**config.mk**
```make
export PLATFORM = sky130hd
export DESIGN_NAME = mem1rw_req_ctrl
export DESIGN_NICKNAME = d
export VERILOG_FILES = /design/src/rtl/mem1rw_req_ctrl.sv
export SDC_FILE = /design/constraint.sdc
export NUM_CORES = 1
export LEC_CHECK = 0
export ABC_AREA = 0
export CORE_MARGIN = 5
export CORE_UTILIZATION = 30
export DETAILED_ROUTE_END_ITERATION = 6
export GPL_TIMING_DRIVEN = 0
export PLACE_DENSITY = 0.59
export SLEW_MARGIN = 20
export SYNTH_ARGS = -nofsm -noshare
export SYNTH_HDL_FRONTEND = slang
export SYNTH_SLANG_ARGS = --single-unit
```
**constraint.sdc**
```tcl
create_clock -name clock -period 1.7 [get_ports clock]
set_clock_uncertainty 0.15 [all_clocks]
set_input_delay 0.17 -clock clock [delete_from_list [all_inputs] [get_ports clock]]
set_output_delay 0.17 -clock clock [all_outputs]
set_load 0.005 [all_outputs]
```
**src/rtl/mem1rw_req_ctrl.sv**
```systemverilog
// Request front-end for the Memory1RW single-port SRAM: credit-gated request acceptance,
// one memory op per cycle, and a response FIFO that captures 1-cycle-latency read data.
module mem1rw_req_ctrl #(
  parameter int ADDR_W     = 5,
  parameter int DATA_W     = 64,
  parameter int RESP_DEPTH = 3
) (
  input  logic              clock,
  input  logic              reset,
  input  logic              req_valid,
  output logic              req_ready,
  input  logic              req_write,
  input  logic [ADDR_W-1:0] req_addr,
  input  logic [DATA_W-1:0] req_wdata,
  output logic              resp_valid,
  input  logic              resp_ready,
  output logic [DATA_W-1:0] resp_rdata,
  output logic [ADDR_W-1:0] mem_addr,
  output logic              mem_we,
  output logic [DATA_W-1:0] mem_wdata,
  input  logic [DATA_W-1:0] mem_rdata
);

  // Handshakes: a request transfers on a rising edge where req_valid && req_ready;
  // a response transfers on a rising edge where resp_valid && resp_ready. Neither
  // valid may depend on its ready, and req_ready never depends on req_* or resp_ready.

  localparam int CNT_W = $clog2(RESP_DEPTH + 1);
  localparam int PTR_W = (RESP_DEPTH > 1) ? $clog2(RESP_DEPTH) : 1;
  localparam logic [CNT_W-1:0] FULL     = CNT_W'(RESP_DEPTH);
  localparam logic [PTR_W-1:0] PTR_LAST = PTR_W'(RESP_DEPTH - 1);

  logic [CNT_W-1:0]  count_q, count_d;
  logic              rd_inflight_q, rd_inflight_d;
  logic [PTR_W-1:0]  wr_ptr_q, wr_ptr_d;
  logic [PTR_W-1:0]  rd_ptr_q, rd_ptr_d;
  logic [DATA_W-1:0] storage_q [RESP_DEPTH];

  logic [CNT_W:0] credits_used;
  logic           acc;
  logic           push;
  logic           pop;

  function automatic logic [PTR_W-1:0] ptr_inc(input logic [PTR_W-1:0] p);
    return (p == PTR_LAST) ? '0 : p + PTR_W'(1);
  endfunction

  // A read in flight already owns a FIFO slot, so it counts against the credit.
  assign credits_used = {1'b0, count_q} + {{CNT_W{1'b0}}, rd_inflight_q};
  assign req_ready    = reset && (credits_used < {1'b0, FULL});
  assign acc          = req_valid && req_ready;

  assign mem_addr  = req_addr;
  assign mem_wdata = req_wdata;
  assign mem_we    = acc && req_write;

  assign push       = rd_inflight_q;
  assign resp_valid = (count_q != '0);
  assign pop        = resp_valid && resp_ready;
  assign resp_rdata = storage_q[rd_ptr_q];

  always_comb begin
    count_d       = count_q;
    wr_ptr_d      = wr_ptr_q;
    rd_ptr_d      = rd_ptr_q;
    rd_inflight_d = acc && !req_write;
    if (push) wr_ptr_d = ptr_inc(wr_ptr_q);
    if (pop)  rd_ptr_d = ptr_inc(rd_ptr_q);
    case ({push, pop})
      2'b10:   count_d = count_q + CNT_W'(1);
      2'b01:   count_d = count_q - CNT_W'(1);
      default: count_d = count_q;
    endcase
  end

  always_ff @(posedge clock or negedge reset) begin
    if (!reset) begin
      count_q       <= '0;
      rd_inflight_q <= 1'b0;
      wr_ptr_q      <= '0;
      rd_ptr_q      <= '0;
      for (int i = 0; i < RESP_DEPTH; i++) storage_q[i] <= '0;
    end else begin
      count_q       <= count_d;
      rd_inflight_q <= rd_inflight_d;
      wr_ptr_q      <= wr_ptr_d;
      rd_ptr_q      <= rd_ptr_d;
      if (push) storage_q[wr_ptr_q] <= mem_rdata;
    end
  end

  overflow_chk: assert property (@(posedge clock) disable iff (!reset)
    !(push && (count_q == FULL)));

endmodule
```
* Word-level counts from Yosys, hierarchy flattened
Cells that the tools add are included.
** Storage, ports and cells
- Flip-flop bits (word level) :: 199
- Input bits :: 138
- Output and inout bits :: 136
- Logic and storage cells :: 40
** Operators by class
- $add $sub $neg :: 5
- Order comparisons :: 4
- Equal/unequal tests :: 4
- Multiplexer cells :: 9
- Bitwise operators :: 2
- Reduce and logical (&&, ||, !) cells :: 9
** Operators by type and width (count)
- 192-bit bitwise mux :: 1
- 64-bit two-way mux :: 3
- 64-bit binary-select mux with 2-bit select :: 1
- 64-bit demux with 2-bit select :: 1
- 2-bit by 1-bit adder with 2-bit output, second input constant :: 3
- 2-bit == test, second input constant :: 3
- 3-bit greater-or-equal comparator, second input constant :: 2
- 1-bit logical AND :: 6
- 2-bit inverter with 3-bit output :: 2
- 2-bit two-way mux :: 2
- 2-bit one-hot mux with 2 select lines :: 1
- 2-bit nonzero test :: 2
- 2-bit by 1-bit adder with 3-bit output :: 1
- 3-bit by 1-bit less-than comparator with 1-bit output, second input constant :: 1
- 3-bit by 2-bit less-than comparator with 1-bit output, second input constant :: 1
- 2-bit by 1-bit == test with 1-bit output, second input constant :: 1
- 2-bit by 1-bit subtractor with 2-bit output, second input constant :: 1
- 1-bit logical NOT :: 1

* Logic depth before layout (Yosys ltp)
- Depth after elaboration :: 6
- Gate-level depth with buffers :: 6
- Mapped depth without buffers :: 6

* Least setup slack after synthesis
OpenSTA, ideal clock, no wires.
- Path kind :: flip-flop to output port
- Start :: register count_q[0]
- End :: output port mem_we
- Arrival time :: 1424 ps
- Data required time :: 1380 ps
- Path slack :: -44 ps
- Stages on the path, launching flop included :: 5
- Buffers on the path :: 0
- Path through :: dfrtp_1 > ha_1 > ha_1 > a211oi_1 > and3_1
** On the way
- Longest elaborated chain between the ends :: 5
** RTL lines
- start, declared :: RTL line 33 : logic [CNT_W-1:0] count_q, count_d;
- start signal, assigned :: RTL line 84 : count_q <= count_d;
- 2-bit by 1-bit adder with 3-bit output :: RTL line 49 : assign credits_used = {1'b0, count_q} + {{CNT_W{1'b0}}, rd_inflight_q};
- 3-bit by 2-bit less-than comparator with 1-bit output :: RTL line 50 : assign req_ready = reset && (credits_used < {1'b0, FULL});
- 1-bit logical AND :: RTL line 50
- net req_ready :: RTL line 11 : output logic req_ready,
- 1-bit logical AND :: RTL line 51 : assign acc = req_valid && req_ready;
- 1-bit logical AND :: RTL line 55 : assign mem_we = acc && req_write;
- end, declared :: RTL line 19 : output logic mem_we,
The timed path passes the listed nets, and every way through them passes these cells.

* Final worst setup path
- Start :: register rd_ptr_q[0]
- End :: output port resp_rdata[31]
** On the way
- Longest elaborated chain between the ends :: 4
** RTL lines
- start, declared :: RTL line 36 : logic [PTR_W-1:0] rd_ptr_q, rd_ptr_d;
- start signal, assigned :: RTL line 87 : rd_ptr_q <= rd_ptr_d;
- 2-bit inverter with 3-bit output (not written as such) :: RTL line 60 : assign resp_rdata = storage_q[rd_ptr_q];
- 64-bit binary-select mux with 2-bit select :: RTL line 60
- 64-bit two-way mux (not written as such) (2 in a row) :: RTL line 60
- end, declared :: RTL line 17 : output logic [DATA_W-1:0] resp_rdata,
No other way between the ends. The select of a mux whose other input is x is not followed.

==> flow_summary.ini <==
[timing]
drv_slew = 0
fin_ws_ps = -498
rsz0062_at_grt = true
hold_viol = 164
final.min_clock_period_ps = 2200
finalCritPeriodShare = 1.29
relSlewSlack = 0.447
tightest_slew_ps = 827
fmax_mhz = 455
setup_violations = 279
fin_hold_ws_ps = -90.0

[yosys]
synth_cells = 720
yosys_warnings = 0
synth_cell_type_count = 25
synth_area_leaders = dfrtp_1 (52%), mux2_2 (16%), mux2_4 (9.4%)
ys_ff_latch = 199
synth_top_area_cell = dfrtp_1
syn_area_per_cell_um2 = 13.3
synth_flop_cell = dfrtp_1
ys_async_sr_fraction = 1.00
syn-num-nets = 861
synth_top_area_share = 0.519
syn_area_um2 = 9590
seq_area_frac_synth = 0.519
synth_edf_count = 0

[critical_path]
reg2reg_depth = 10
worstPathRequired_ps = 1380
worst_ep_arrival_time_ps = 1880
critPathMaxFanout = 6
r2r-end = storage_q[175]
r2r_start = push
endpoint_kind = primary output
path_class = reg -> out
start_kind = flop
rrSetupSlack_ps = -450

[clock_tree]
cts_tree = built
numClockSinks = 199
cts_buffers = 17
insertion_delay_ps = 440
clkTransAtPathRegs_ps = 80
clock-root-buffer = clkbuf_16
cts_max_path_buffers = 2
cts_max_level = 4

[global_route]
antenna_found_initial = 2
grt_pass1_wl_mm = 40.5
grt_pass1_vias = 6920
grt_max_degree = 96
track_usage = 0.145
grt_overflow_total = 0

[route]
first_pass_iters = 4
routed_wl_mm = 27.8
wl_per_cell_um = 19.4
drc = 0
ant_nets = 0
viasPerCell = 4.61
drt_iter0_markers = 211
vias = 6613

[job]
drv_cap = 0

[pwr]
p_leak_nw = 7.13
peakVddDrop_mv = 0.800
power_density_nw_per_um2 = 1700

[status]
violations = negative hold slack, negative setup slack
status = complete, but fails checks

[place]
dpl.cell_count = 1328
io_buffers = 204
gp_congestion = 0.698
hpwlAfterDp_mm = 16.3
placed_area_um2 = 12200

[floorplan]
die_w_um = 189
die_h_um = 189
start_util = 0.304
io_pins = 274
core_area_um2 = 31600
rows = 65
die_area_um2 = 35600

[cells_and_area]
nets = 1161
layout_commonest_cell = dfrtp_1
antenna-diode-count = 0
mostFrequentLayoutCells = dfrtp_1 (197), mux2_4 (184), clkdlybuf4s50_1 (136), buf_4 (87), buf_2 (63)
final_cell_area_um2 = 15000
area_growth_pct = 56.0
drive_gt1_frac = 0.560
instances_no_fill = 1435

[hold_path]
hp-class = in -> async
report_power, final:
part | switching, mW | leakage [nW] | total (mW) | internal [mW]
logic | 4.80 | 4.49 | 12.5 | 7.70
registers | 1.59 | 2.35 | 8.73 | 7.14
clock network | 2.04 | 0.291 | 4.15 | 2.10
total | 8.43 | 7.13 | 25.4 | 16.9
sequential cells by signal (all words and copies together) (netlist names):
name / count
storage_q: 192
rd_ptr_q: 2
wr_ptr_q: 2
count_q: 2
push: 1
how the worst max path moves through the flow:
stage | startpoint | end | depth (start not counted)
2_1_floorplan | count_q[0] | mem_we | 4
3_3_place_gp | reset | storage_q[157] | 1
3_5_place_dp | rd_ptr_q[0] | resp_rdata[22] | 7
4_1_cts | rd_ptr_q[0] | resp_rdata[32] | 8
5_1_grt | rd_ptr_q[0] | resp_rdata[48] | 8
6_report | rd_ptr_q[0] | resp_rdata[31] | 8
cells by family after synthesis:
family | after synthesis | synth area share
AO/OA/AOI/OAI | 69 | 0.0368
buffers and inverters | 116 | 0.0891
flip-flops | 199 | 0.519
XOR/XNOR | 3 | 0.00274
AND/OR/NAND/NOR | 73 | 0.0311
adder cells (fa/ha/maj) | 3 | 0.00392
multiplexers | 257 | 0.317
through the flow:
| step | utilization | worst slack, ps | hold slack, ps | power (mW) | setup TNS [ps] |
|---|---|---|---|---|---|
| floorplan | - | 29.6 | -276 | 13.5 | 0 |
| global placement | 0.385 | -8510 | 337 | 18.0 | -1814090 |
| detailed placement | 0.387 | -1270 | -133 | 18.2 | -100660 |
| CTS | 0.442 | -501 | -562 | 24.1 | -50210 |
| global route | 0.474 | -591 | -67.3 | 26.9 | -121030 |
| finish | 0.474 | -498 | -90.0 | 25.4 | -96850 |
layout make-up:
class	instances	area (um^2)
buffer	107	1150
tap	402	503
clock inverter	14	163
clock buffer	18	429
multi-input combinational	405	4690
fill	2830	16600
sequential	199	4980
timing repair buffer	286	3010
inverter	4	20.0
cells in the mapped netlist, drive strengths merged, types with 2 or more instances:
library cell and instances:
a21o 2, buf 103, mux2 193, clkbuf 9, inv 4, dfrtp 199
ha 3, xnor2 2, nor3 2, mux2i 64, o21ai 66, nand2 64
metal layers:
layer / vias to the layer above / routed length [um] / GRT usage
met5: - / 34 / 0
met4: 4 / 190 / 0.0297
met3: 13 / 1350 / 0.0387
met2: 166 / 13500 / 0.239
met1: 3383 / 12700 / 0.193
li1: 3047 / - / -
repair_timing:
item,CTS,global route
endpoints found under the hold margin,199,199
resized for setup,530,214
hold buffers,1,5
cloned,13,13
buffers inserted,35,28
endpoints found under the setup margin,256,256
pin swaps,21,17
worst max-delay path, stage by stage (launching register included):
cell and delay (ps):
dfrtp_1 380, clkbuf_8 150, nor2b_4 210, buf_12 170, buf_8 130, buf_8 130
nand2_2 50, o21ai_2 70, buf_2 140
Power figures use the tool's default switching activity.
==> patch (config.mk and constraints unchanged) <==
Make the reset (`reset`) synchronous in one clocked block.
--- a/src/rtl/mem1rw_req_ctrl.sv
+++ b/src/rtl/mem1rw_req_ctrl.sv
@@ -73,7 +73,7 @@
     endcase
   end
 
-  always_ff @(posedge clock or negedge reset) begin
+  always_ff @(posedge clock) begin
     if (!reset) begin
       count_q       <= '0;
       rd_inflight_q <= 1'b0;
Formal check against the unedited RTL: differs if reset is asserted again (counterexample within 4 cycles, from zero or initial values and one cycle with reset low); with reset held inactive, the same outputs for 4 cycles.
==> patch against the original RTL <==
The run ends with negative setup slack left; sequential cell count grew 66; via count increased by 4.0%; area after synthesis is 22% higher; design area is 19% higher; non-clock buffer count is 44 higher; die area grew 21%; wire length rose by 14%; setup slack worse by 0.12 ns; critical path type unchanged; highest routed layer unchanged.
Power is not compared: it rests on default switching activity, and its combinational part moved more than twofold at a synthesized area within 25%.
==> patch: results (changes against the original RTL) <==
metric;value;unit;change
insertion_delay;0.54;ns;+0.10 ns
yosys.area_share.adder;0.321;%;-0.070 points
synth-compound-area-share;0.493;%;-3.2 points
postCtsSetupBuffers;70;;+100%
synth_area_leaders;edfxtp_1 66%, mux4_2 12%, and2_1 10%;;
pre_cts_ws;-0.880;ns;+0.391 ns
viasPerCell;4.38;;-4.9%
muxShareOfSynthArea;12.6;%;-19 points
synth_common_cells;256 x edfxtp_1, 193 x and2_1, 69 x buf_4;;
syn_nets;803;;-6.7%
grt_pass1_wl;45100;um;+11%
gp_congestion;0.694;;-0.53%
status;finished, violations left;;
grt_max_degree;22;;-77%
wirelength;31600;um;+14%
hold_viol;0;;-100%
violations;negative setup slack;;
drt_iter0_drc;190;;-10%
worst_slack;-0.621;ns;-0.123 ns
crit_fanout;8;;+2
nFillCells;3449;;+22%
setup_viol;409;;+47%
htreeDepth;1;;-3
ctsResizeCount;382;;-28%
ys_types;31;;+24%
max-slew-margin-rel;61.1;%;+16 points
drive_gt1_share;48.3;%;-7.6 points
synth_edf_count;256;;+256
synth_xor_xnor_area_share;0.150;%;-0.12 points
antenna_found_initial;1;;-1
cpPeakStageDelay;0.51;ns;+0.13 ns
clk_pin_slew;0.06;ns;-0.02 ns
finalSetupTns;-56.49;ns;+40.35 ns
async_flop_share;0;%;-100 points
layout.nets;1170;;+0.78%
place_area;0.0148;mm2;+21%
dr.pass1.iters;4;;unchanged
grt_usage;13.5;%;-1.0 points
slowest_stage;mux4_2;;
cts.path.max_buffers;3;;+1
cts_buffers;29;;+12
hold_path_class;primary input to register;;
[patch: layer usage]
metal | up-vias | share of wire, % | global-route usage, %
li1 | 3147 | - | -
met1 | 3481 | 43 | 17.7
met2 | 216 | 50 | 22.7
met3 | 33 | 6.0 | 3.45
met4 | 2 | 1.4 | 2.90
met5 | - | 0.022 | 0
[patch: worst paths after layout]
kind                 endpoint  cells after the start  slack (ns)           from
max reg2reg  storage_q[2][45]                      8       -0.17           push
max            resp_rdata[51]                      5       -0.62       register
min reg2reg          register                      2        0.35    rd_ptr_q[0]
min          storage_q[3][12]                      1         0.1  mem_rdata[12]
[patch: kinds of logic after synthesis]
kind of cell,count (synthesis)
flip-flops,265
AND/OR/NAND/NOR,212
buffers and inverters,105
multiplexers,65
AO/OA/AOI/OAI,10
adder cells (fa/ha/maj),3
XOR/XNOR,2
[patch: through the flow]
stage | instances | hold slack [ns]
floorplan | 662 | 0.119
global placement | 1384 | 0.328
detailed placement | 1399 | 0.336
CTS | 1537 | 0.0637
global route | 1569 | 0.0905
finish | 1569 | 0.0955
[patch: final cells by class]
| type | count | area (um2) | share of cell area, % |
|---|---|---|---|
| buffer | 101 | 1010 | 5.67 |
| clock buffer | 36 | 752 | 4.23 |
| clock inverter | 17 | 158 | 0.888 |
| inverter | 4 | 17.5 | 0.0986 |
| multi-input combinational | 292 | 3260 | 18.3 |
| sequential | 265 | 7890 | 44.4 |
| tap | 518 | 648 | 3.65 |
| timing repair buffer | 336 | 4040 | 22.7 |
[patch: power breakdown]
group	internal, mW	switching [mW]
Clock	3.58	2.50
Combinational	1.79	0.990
Sequential	7.38	0.0741
Total	12.7	3.57
